`src/rtl/sram_bridge.sv`:
```
// ---------------------------------------------------------------------------
// sram_bridge
//
// Turns a single-cycle-style SRAM core port (cpu_en / cpu_wen / cpu_addr)
// into a two-phase address/data bus transaction, and stalls the core until
// the bus has returned the data phase.
//
// Parameters
//   DATA_W  bus and core data width (32 or 64)
//   ADDR_W  byte address width
//   CNT_W   width of the saturating stall-cycle counter
//
// Ports
//   clk, rst          single clock, synchronous active-high reset
//   cpu_en            core request, held high until cpu_stall is low
//   cpu_wen           byte write enables, all zero = read
//   cpu_addr          byte address
//   cpu_wdata         store data
//   cpu_rdata         load data (always the last latched bus_rdata)
//   cpu_stall         core must hold its request this cycle
//   bus_req           address phase valid (high only in ADDR)
//   bus_wr            write transaction
//   bus_size          log2 of the access size in bytes
//   bus_addr          byte address (optionally translated, see below)
//   bus_wstrb         byte strobes for writes
//   bus_wdata         store data
//   bus_addr_ok       address phase accepted
//   bus_data_ok       data phase complete, bus_rdata valid
//   bus_rdata         load data from the bus
//   stall_cnt         number of cycles cpu_stall has been high (saturating)
//   state_dbg         current FSM state (IDLE=0, ADDR=1, DATA=2, DONE=3)
//
// Optional feature
//   SRAM_BRIDGE_XLATE_EN  when defined, captured addresses in
//                         0x8000_0000-0xBFFF_FFFF leave the bridge with
//                         bits [31:29] cleared (needs ADDR_W = 32).
//
// Handshake semantics
//   The address phase is a valid/ready pair: bus_req is valid, bus_addr_ok
//   is ready, and the phase completes on the first rising edge where both
//   are high. All bus_* request fields come from registers captured at
//   accept time, so they cannot change while bus_req is high. The data
//   phase completes on the first edge with bus_data_ok high after (or in
//   the same cycle as) the address phase; bus_data_ok seen at any other
//   time is ignored.
// ---------------------------------------------------------------------------
module sram_bridge #(
  parameter int DATA_W = 32,
  parameter int ADDR_W = 32,
  parameter int CNT_W  = 32
) (
  input  logic                 clk,
  input  logic                 rst,

  input  logic                 cpu_en,
  input  logic [DATA_W/8-1:0]  cpu_wen,
  input  logic [ADDR_W-1:0]    cpu_addr,
  input  logic [DATA_W-1:0]    cpu_wdata,
  output logic [DATA_W-1:0]    cpu_rdata,
  output logic                 cpu_stall,

  output logic                 bus_req,
  output logic                 bus_wr,
  output logic [1:0]           bus_size,
  output logic [ADDR_W-1:0]    bus_addr,
  output logic [DATA_W/8-1:0]  bus_wstrb,
  output logic [DATA_W-1:0]    bus_wdata,
  input  logic                 bus_addr_ok,
  input  logic                 bus_data_ok,
  input  logic [DATA_W-1:0]    bus_rdata,

  output logic [CNT_W-1:0]     stall_cnt,
  output logic [1:0]           state_dbg
);

  localparam int         STRB_W   = DATA_W / 8;
  localparam logic [1:0] SIZE_MAX = 2'($clog2(STRB_W));

  typedef enum logic [1:0] {
    IDLE = 2'd0,
    ADDR = 2'd1,
    DATA = 2'd2,
    DONE = 2'd3
  } state_t;

  state_t              state;

  // Request registers: the only source of every bus_* request field.
  logic [ADDR_W-1:0]   req_addr;
  logic [STRB_W-1:0]   req_wen;
  logic [DATA_W-1:0]   req_wdata;
  logic [DATA_W-1:0]   rdata_buf;

  logic [3:0]          strb_ones;

  // -------------------------------------------------------------------------
  // FSM and request capture
  // -------------------------------------------------------------------------
  always_ff @(posedge clk) begin
    if (rst) begin
      state     <= IDLE;
      req_addr  <= '0;
      req_wen   <= '0;
      req_wdata <= '0;
      rdata_buf <= '0;
    end else begin
      case (state)
        IDLE: begin
          if (cpu_en) begin
            req_addr  <= cpu_addr;
            req_wen   <= cpu_wen;
            req_wdata <= cpu_wdata;
            state     <= ADDR;
          end
        end
        ADDR: begin
          // bus_data_ok only counts here together with bus_addr_ok; a lone
          // data_ok in the address phase belongs to nobody.
          if (bus_addr_ok) begin
            if (bus_data_ok) begin
              rdata_buf <= bus_rdata;
              state     <= DONE;
            end else begin
              state     <= DATA;
            end
          end
        end
        DATA: begin
          if (bus_data_ok) begin
            rdata_buf <= bus_rdata;
            state     <= DONE;
          end
        end
        DONE: begin
          // cpu_en is still high here because the core only drops it once
          // it sees cpu_stall low; that is the request just completed, so
          // always return to IDLE rather than accepting again.
          state <= IDLE;
        end
        default: state <= IDLE;
      endcase
    end
  end

  // -------------------------------------------------------------------------
  // Saturating stall counter
  // -------------------------------------------------------------------------
  always_ff @(posedge clk) begin
    if (rst) begin
      stall_cnt <= '0;
    end else if (cpu_stall && (stall_cnt != {CNT_W{1'b1}})) begin
      stall_cnt <= stall_cnt + CNT_W'(1);
    end
  end

  // -------------------------------------------------------------------------
  // Core-side outputs
  // -------------------------------------------------------------------------
  always_comb begin
    cpu_stall = 1'b0;
    case (state)
      IDLE:    cpu_stall = cpu_en;
      ADDR:    cpu_stall = 1'b1;
      DATA:    cpu_stall = 1'b1;
      DONE:    cpu_stall = 1'b0;
      default: cpu_stall = 1'b0;
    endcase
  end

  assign cpu_rdata = rdata_buf;
  assign state_dbg = state;

  // -------------------------------------------------------------------------
  // Bus-side outputs, all decoded from state and the request registers
  // -------------------------------------------------------------------------
  assign bus_req   = (state == ADDR);
  assign bus_wr    = |req_wen;
  assign bus_wstrb = req_wen;
  assign bus_wdata = req_wdata;

  // Number of enabled byte lanes decides the access size. Strobe counts that
  // are not a power of two (e.g. three lanes) fall back to a full-width access.
  always_comb begin
    strb_ones = '0;
    for (int i = 0; i < STRB_W; i++) begin
      strb_ones = strb_ones + {3'b000, req_wen[i]};
    end
  end

  always_comb begin
    bus_size = SIZE_MAX;
    if (bus_wr) begin
      case (strb_ones)
        4'd1:    bus_size = 2'd0;
        4'd2:    bus_size = 2'd1;
        4'd4:    bus_size = 2'd2;
        4'd8:    bus_size = 2'd3;
        default: bus_size = SIZE_MAX;
      endcase
    end
  end

`ifdef SRAM_BRIDGE_XLATE_EN
  // kseg1-style window: 0x8000_0000-0xBFFF_FFFF maps onto physical memory by
  // dropping the top three address bits.
  always_comb begin
    bus_addr = req_addr;
    if (req_addr[ADDR_W-1 -: 2] == 2'b10) begin
      bus_addr[ADDR_W-1 -: 3] = 3'b000;
    end
  end
`else
  assign bus_addr = req_addr;
`endif

endmodule

```
`config.mk`:
```
export PLATFORM = sky130hd
export DESIGN_NAME = sram_bridge
export DESIGN_NICKNAME = d
export VERILOG_FILES = /design/src/rtl/sram_bridge.sv
export SDC_FILE = /design/constraint.sdc
export NUM_CORES = 1
export LEC_CHECK = 0
export CORE_UTILIZATION = 35
export DETAILED_ROUTE_END_ITERATION = 12
export MAX_ROUTING_LAYER = met4
export PLACE_DENSITY = 0.77
export SLEW_MARGIN = 0
export SYNTH_ARGS = -nofsm -noshare
export SYNTH_HDL_FRONTEND = slang
export SYNTH_SLANG_ARGS = --single-unit
```
`constraint.sdc`:
```
create_clock -name clk -period 2.5 [get_ports clk]
set_input_delay 0.375 -clock clk [delete_from_list [all_inputs] [get_ports clk]]
set_output_delay 0.375 -clock clk [all_outputs]
set_load 0.03 [all_outputs]
```
==> flow_summary.html <==
<table>
<tr><th>Metric</th><th>Value</th></tr>
<tr><th colspan="2">Clock tree</th></tr>
<tr><td>Clock slew at reported path FFs</td><td>0.06 ns</td></tr>
<tr><td>Deepest level of the CTS H-tree</td><td>4</td></tr>
<tr><td>TritonCTS clock tree</td><td>built</td></tr>
<tr><td>Insertion delay of the later-clocked pin in the worst-skew pair</td><td>0.42 ns</td></tr>
<tr><td>CTS max path bufs</td><td>2</td></tr>
<tr><td>Cell at the root of the clock tree</td><td>sky130_fd_sc_hd__clkbuf_16</td></tr>
<tr><td>Clock sink count</td><td>134</td></tr>
<tr><td>Total clock buffers created by CTS</td><td>17</td></tr>
<tr><th colspan="2">Yosys</th></tr>
<tr><td>Synthesized instance count</td><td>668</td></tr>
<tr><td>Yosys warning count</td><td>0</td></tr>
<tr><td>Area fraction of the dominant cell type after synthesis</td><td>0.500</td></tr>
<tr><td>Most frequently used cell type in the post-synthesis netlist</td><td>sky130_fd_sc_hd__nand2_1</td></tr>
<tr><td>Top post-synthesis cells by area</td><td>sky130_fd_sc_hd__dfxtp_1, sky130_fd_sc_hd__nand2_1, sky130_fd_sc_hd__a21oi_1, sky130_fd_sc_hd__clkbuf_1, sky130_fd_sc_hd__ha_1</td></tr>
<tr><td>Summed instance area of the synthesized netlist</td><td>5360 um2</td></tr>
<tr><td>Syn_area_per_cell</td><td>8.03 um2</td></tr>
<tr><td>Post-synthesis cell type count</td><td>43</td></tr>
<tr><td>Share of the yosys chip area belonging to registers</td><td>0.500</td></tr>
<tr><td>Synthesis-stage register bit count</td><td>134</td></tr>
<tr><td>Share of synthesized registers carrying an async set or reset</td><td>0</td></tr>
<tr><td>Most instantiated flip-flop cell in the synthesis netlist</td><td>sky130_fd_sc_hd__dfxtp_1</td></tr>
<tr><td>Largest area contributor in the netlist</td><td>sky130_fd_sc_hd__dfxtp_1</td></tr>
<tr><td>Top post-synthesis cells by count</td><td>sky130_fd_sc_hd__nand2_1, sky130_fd_sc_hd__dfxtp_1, sky130_fd_sc_hd__a21oi_1</td></tr>
<tr><td>Syn Nets</td><td>782</td></tr>
<tr><td>Post-synth EDFFs</td><td>0</td></tr>
<tr><th colspan="2">Finish</th></tr>
<tr><td>Number of antenna diodes</td><td>0</td></tr>
<tr><td>Design Area, Final</td><td>8880 um2</td></tr>
<tr><td>Synthesis-to-finish area growth</td><td>65.6%</td></tr>
<tr><td>Non-filler instance count after layout</td><td>1,119</td></tr>
<tr><td>Final core utilization</td><td>0.602</td></tr>
<tr><td>Fraction of layout instances using a drive strength above 1</td><td>0.107</td></tr>
<tr><td>Final net count</td><td>1,036</td></tr>
<tr><th colspan="2">Floorplan</th></tr>
<tr><td>Vert. Die Dim</td><td>126 um</td></tr>
<tr><td>Die Footprint</td><td>15,800 um2</td></tr>
<tr><td>Number of top-level pins</td><td>244</td></tr>
<tr><td>Floorplan row count</td><td>44</td></tr>
<tr><td>Floorplan core area</td><td>14,800 um2</td></tr>
<tr><td>Die boundary width</td><td>126 um</td></tr>
<tr><td>Initial core utilization</td><td>0.364</td></tr>
<tr><th colspan="2">Worst hold path</th></tr>
<tr><td>HP Class</td><td>flip-flop to flip-flop</td></tr>
<tr><td>Destination of the worst hold path</td><td>bus_wdata[13]$_SDFFE_PP0P_</td></tr>
<tr><td>Hold path start</td><td>bus_wdata[13]$_SDFFE_PP0P_</td></tr>
<tr><td>Worst Hold Path Cells</td><td>2</td></tr>
<tr><th colspan="2">Routing</th></tr>
<tr><td>Detailed Route Iter0 Violations</td><td>294</td></tr>
<tr><td>Routed wire length per instance</td><td>14.2 um</td></tr>
<tr><td>Aggregate routed wire length</td><td>15,900 um</td></tr>
<tr><td>Routed vias/inst</td><td>4.90</td></tr>
<tr><td>Number of design rule violations left after detail routing</td><td>0</td></tr>
<tr><td>Via count</td><td>5,486</td></tr>
<tr><td>Final ANT Viol Nets</td><td>0</td></tr>
<tr><td>First drt pass iteration count</td><td>4</td></tr>
<tr><th colspan="2">STA</th></tr>
<tr><td>Final setup vio count</td><td>2</td></tr>
<tr><td>Final worst path period share</td><td>1.09</td></tr>
<tr><td>Final Max Slew Viols</td><td>0</td></tr>
<tr><td>Worst slew margin relative to its limit</td><td>0.259</td></tr>
<tr><td>Worst setup slack after layout</td><td>-0.216 ns</td></tr>
<tr><td>RSZ-0062 raised after global routing</td><td>true</td></tr>
<tr><td>Min Clock Period, post-route</td><td>2.72 ns</td></tr>
<tr><td>Max Clk Rate</td><td>368 MHz</td></tr>
<tr><td>Final hold violation count</td><td>0</td></tr>
<tr><td>Slew at the pin with the worst max-slew slack</td><td>1.11 ns</td></tr>
<tr><td>Clk_skew</td><td>0.00774 ns</td></tr>
<tr><th colspan="2">Placement</th></tr>
<tr><td>Count of input and output buffers</td><td>243</td></tr>
<tr><td>Routability cong.</td><td>0.826</td></tr>
<tr><td>Post-DP HPWL</td><td>11,100 um</td></tr>
<tr><td>Cell count after placement</td><td>1,086</td></tr>
<tr><td>Placed Area</td><td>8180 um2</td></tr>
<tr><td>Place WS</td><td>-0.338 ns</td></tr>
<tr><th colspan="2">Worst setup path</th></tr>
<tr><td>Slowest stage cell, crit path</td><td>sky130_fd_sc_hd__fa_1</td></tr>
<tr><td>Worst-path maximum fanout</td><td>2</td></tr>
<tr><td>Path depth of the worst reg2reg path</td><td>7</td></tr>
<tr><td>Dominant delay contributor by cell family on the critical path</td><td>adder cells</td></tr>
<tr><td>Startpoint type of the worst setup path</td><td>flip-flop</td></tr>
<tr><td>Cell breakdown of the critical path</td><td>inv_2, fa_1, inv_2, ha_4, ha_4, xnor2_1, or3_1, buf_6</td></tr>
<tr><td>Worst reg2reg path startpoint</td><td>stall_cnt[1]$_SDFFE_PP0P_</td></tr>
<tr><td>Buffer and inverter count on the worst path</td><td>3</td></tr>
<tr><td>Req. time, crit path</td><td>2.12 ns</td></tr>
<tr><td>Type of element capturing the critical path</td><td>primary output</td></tr>
<tr><td>Terminus of the critical flop-to-flop path</td><td>stall_cnt[1]$_SDFFE_PP0P_</td></tr>
<tr><td>Worst setup slack for register-to-register paths</td><td>0.22 ns</td></tr>
<tr><td>Delay of the slowest cell on the worst path</td><td>0.54 ns</td></tr>
<tr><td>CP Data Arrival Time</td><td>2.34 ns</td></tr>
<tr><td>Crit Path Class</td><td>flip-flop to primary output</td></tr>
<tr><th colspan="2">Global routing</th></tr>
<tr><td>Via count of the first global-routing pass</td><td>5,199</td></tr>
<tr><td>Antenna violations before repair</td><td>0</td></tr>
<tr><td>First-pass GRT wire length</td><td>25,900 um</td></tr>
<tr><td>Total congestion overflow</td><td>0</td></tr>
<tr><td>Pin count of the biggest net entering global routing</td><td>61</td></tr>
<tr><td>Global-route total usage across every layer</td><td>0.212</td></tr>
<tr><th colspan="2">Pwr</th></tr>
<tr><td>Overall power of the completed layout</td><td>0.00857 W</td></tr>
<tr><td>LEAKAGE</td><td>3.16 nW</td></tr>
<tr><td>Power per cell area</td><td>965 nW/um2</td></tr>
<tr><td>Worst vdd rail ir drop</td><td>0.445 mV</td></tr>
<tr><th colspan="2">Run status</th></tr>
<tr><td>Failing checks</td><td>negative setup slack</td></tr>
<tr><td>Status</td><td>complete, but fails checks</td></tr>
<tr><th colspan="2">Run</th></tr>
<tr><td>Number of max-capacitance violations reported</td><td>0</td></tr>
</table>
cell type report:
type                    instances  area (um2)
well taps                     184         230
repair buffers                277        2750
flip-flops and latches        134        2690
inverters                      18        67.6
clock buffers                  17         425
fillers                      1256        5870
multi-input cells             474        2500
clock inverters                15         225
state kept, by name, indices dropped and copies added, names as in the netlist:
| register | cells |
|---|---|
| bus_addr | 32 |
| bus_wdata | 32 |
| bus_wstrb | 4 |
| cpu_rdata | 32 |
| stall_cnt | 32 |
| state_dbg | 2 |
tightest hold or removal path, stage by stage (launching register included):
cell                      delay (ns)
sky130_fd_sc_hd__dfxtp_1        0.30
sky130_fd_sc_hd__nand2_1        0.05
sky130_fd_sc_hd__a21oi_1        0.05
power by group:
| part | internal [W] | switching [W] |
|---|---|---|
| clock | 0.00178 | 0.000981 |
| combinational | 0.00132 | 0.00185 |
| sequential | 0.00247 | 0.000169 |
cells in the final DEF (no fill, tap or decap), types with 5 or more instances in the layout:
master | Yosys | routed
sky130_fd_sc_hd__a21oi_1 | 117 | 117
sky130_fd_sc_hd__buf_12 | 0 | 5
sky130_fd_sc_hd__buf_4 | 0 | 31
sky130_fd_sc_hd__bufinv_16 | 0 | 5
sky130_fd_sc_hd__clkbuf_16 | 0 | 17
sky130_fd_sc_hd__clkdlybuf4s50_1 | 0 | 239
sky130_fd_sc_hd__dfxtp_1 | 134 | 131
sky130_fd_sc_hd__ha_1 | 8 | 6
sky130_fd_sc_hd__inv_1 | 17 | 14
sky130_fd_sc_hd__nand2_1 | 214 | 213
sky130_fd_sc_hd__nand3_1 | 6 | 6
sky130_fd_sc_hd__nand4_1 | 12 | 12
sky130_fd_sc_hd__nor2_1 | 18 | 18
sky130_fd_sc_hd__o21ai_1 | 12 | 12
sky130_fd_sc_hd__o31ai_1 | 5 | 5
sky130_fd_sc_hd__or2_2 | 5 | 5
sky130_fd_sc_hd__or3_1 | 16 | 16
sky130_fd_sc_hd__or4_1 | 6 | 5
sky130_fd_sc_hd__xnor2_1 | 6 | 6
timing repair:
action | in CTS | in global routing
hold buffers | 0 | 0
setup endpoints to repair | 3 | 3
gates resized for setup | 14 | 3
buffers inserted | 1 | 0
pin swaps | 1 | 0
cells by family after synthesis:
logic type                 Yosys count  synth area share
DFF                                134             0.500
xor gates and xnor gates             9            0.0147
buffers and inverters               60            0.0448
AOI/OAI and AO/OA                  157             0.170
adders and majority gates            9            0.0224
muxes                                5           0.00956
and+or+nand+nor                    294             0.238
routing by layer:
layer / GRT usage / routed length, um / up-vias
li1: - / - / 2757
met1: 0.252 / 7060 / 2500
met2: 0.340 / 7480 / 193
met3: 0.0540 / 1000 / 36
met4: 0.0907 / 391 / 0
met5: - / 0 / -
worst max path at each step:
stage / startpoint / endpoint / slack [ns] / cells past startpoint
4_1_cts: bus_wstrb[0]$_SDFFE_PP0P_ / bus_size[1] / -0.24 / 8
6_report: bus_wstrb[0]$_SDFFE_PP0P_ / bus_size[1] / -0.22 / 8
3_5_place_dp: bus_wstrb[0]$_SDFFE_PP0P_ / bus_size[1] / -0.34 / 8
2_1_floorplan: bus_wstrb[0]$_SDFFE_PP0P_ / bus_size[1] / 0.03 / 7
3_3_place_gp: bus_wstrb[0]$_SDFFE_PP0P_ / bus_size[1] / -0.28 / 8
5_1_grt: bus_wstrb[0]$_SDFFE_PP0P_ / bus_size[1] / -0.29 / 8
stage by stage:
step / hold WS [ns] / TNS [ns]
final: 0.451 / -0.331
after CTS: 0.454 / -0.389
after floorplan: 0.503 / 0
after global placement: 0.440 / -0.285
after global routing: 0.465 / -0.489
after detailed placement: 0.445 / -0.338
(Power assumes the default switching activity.)
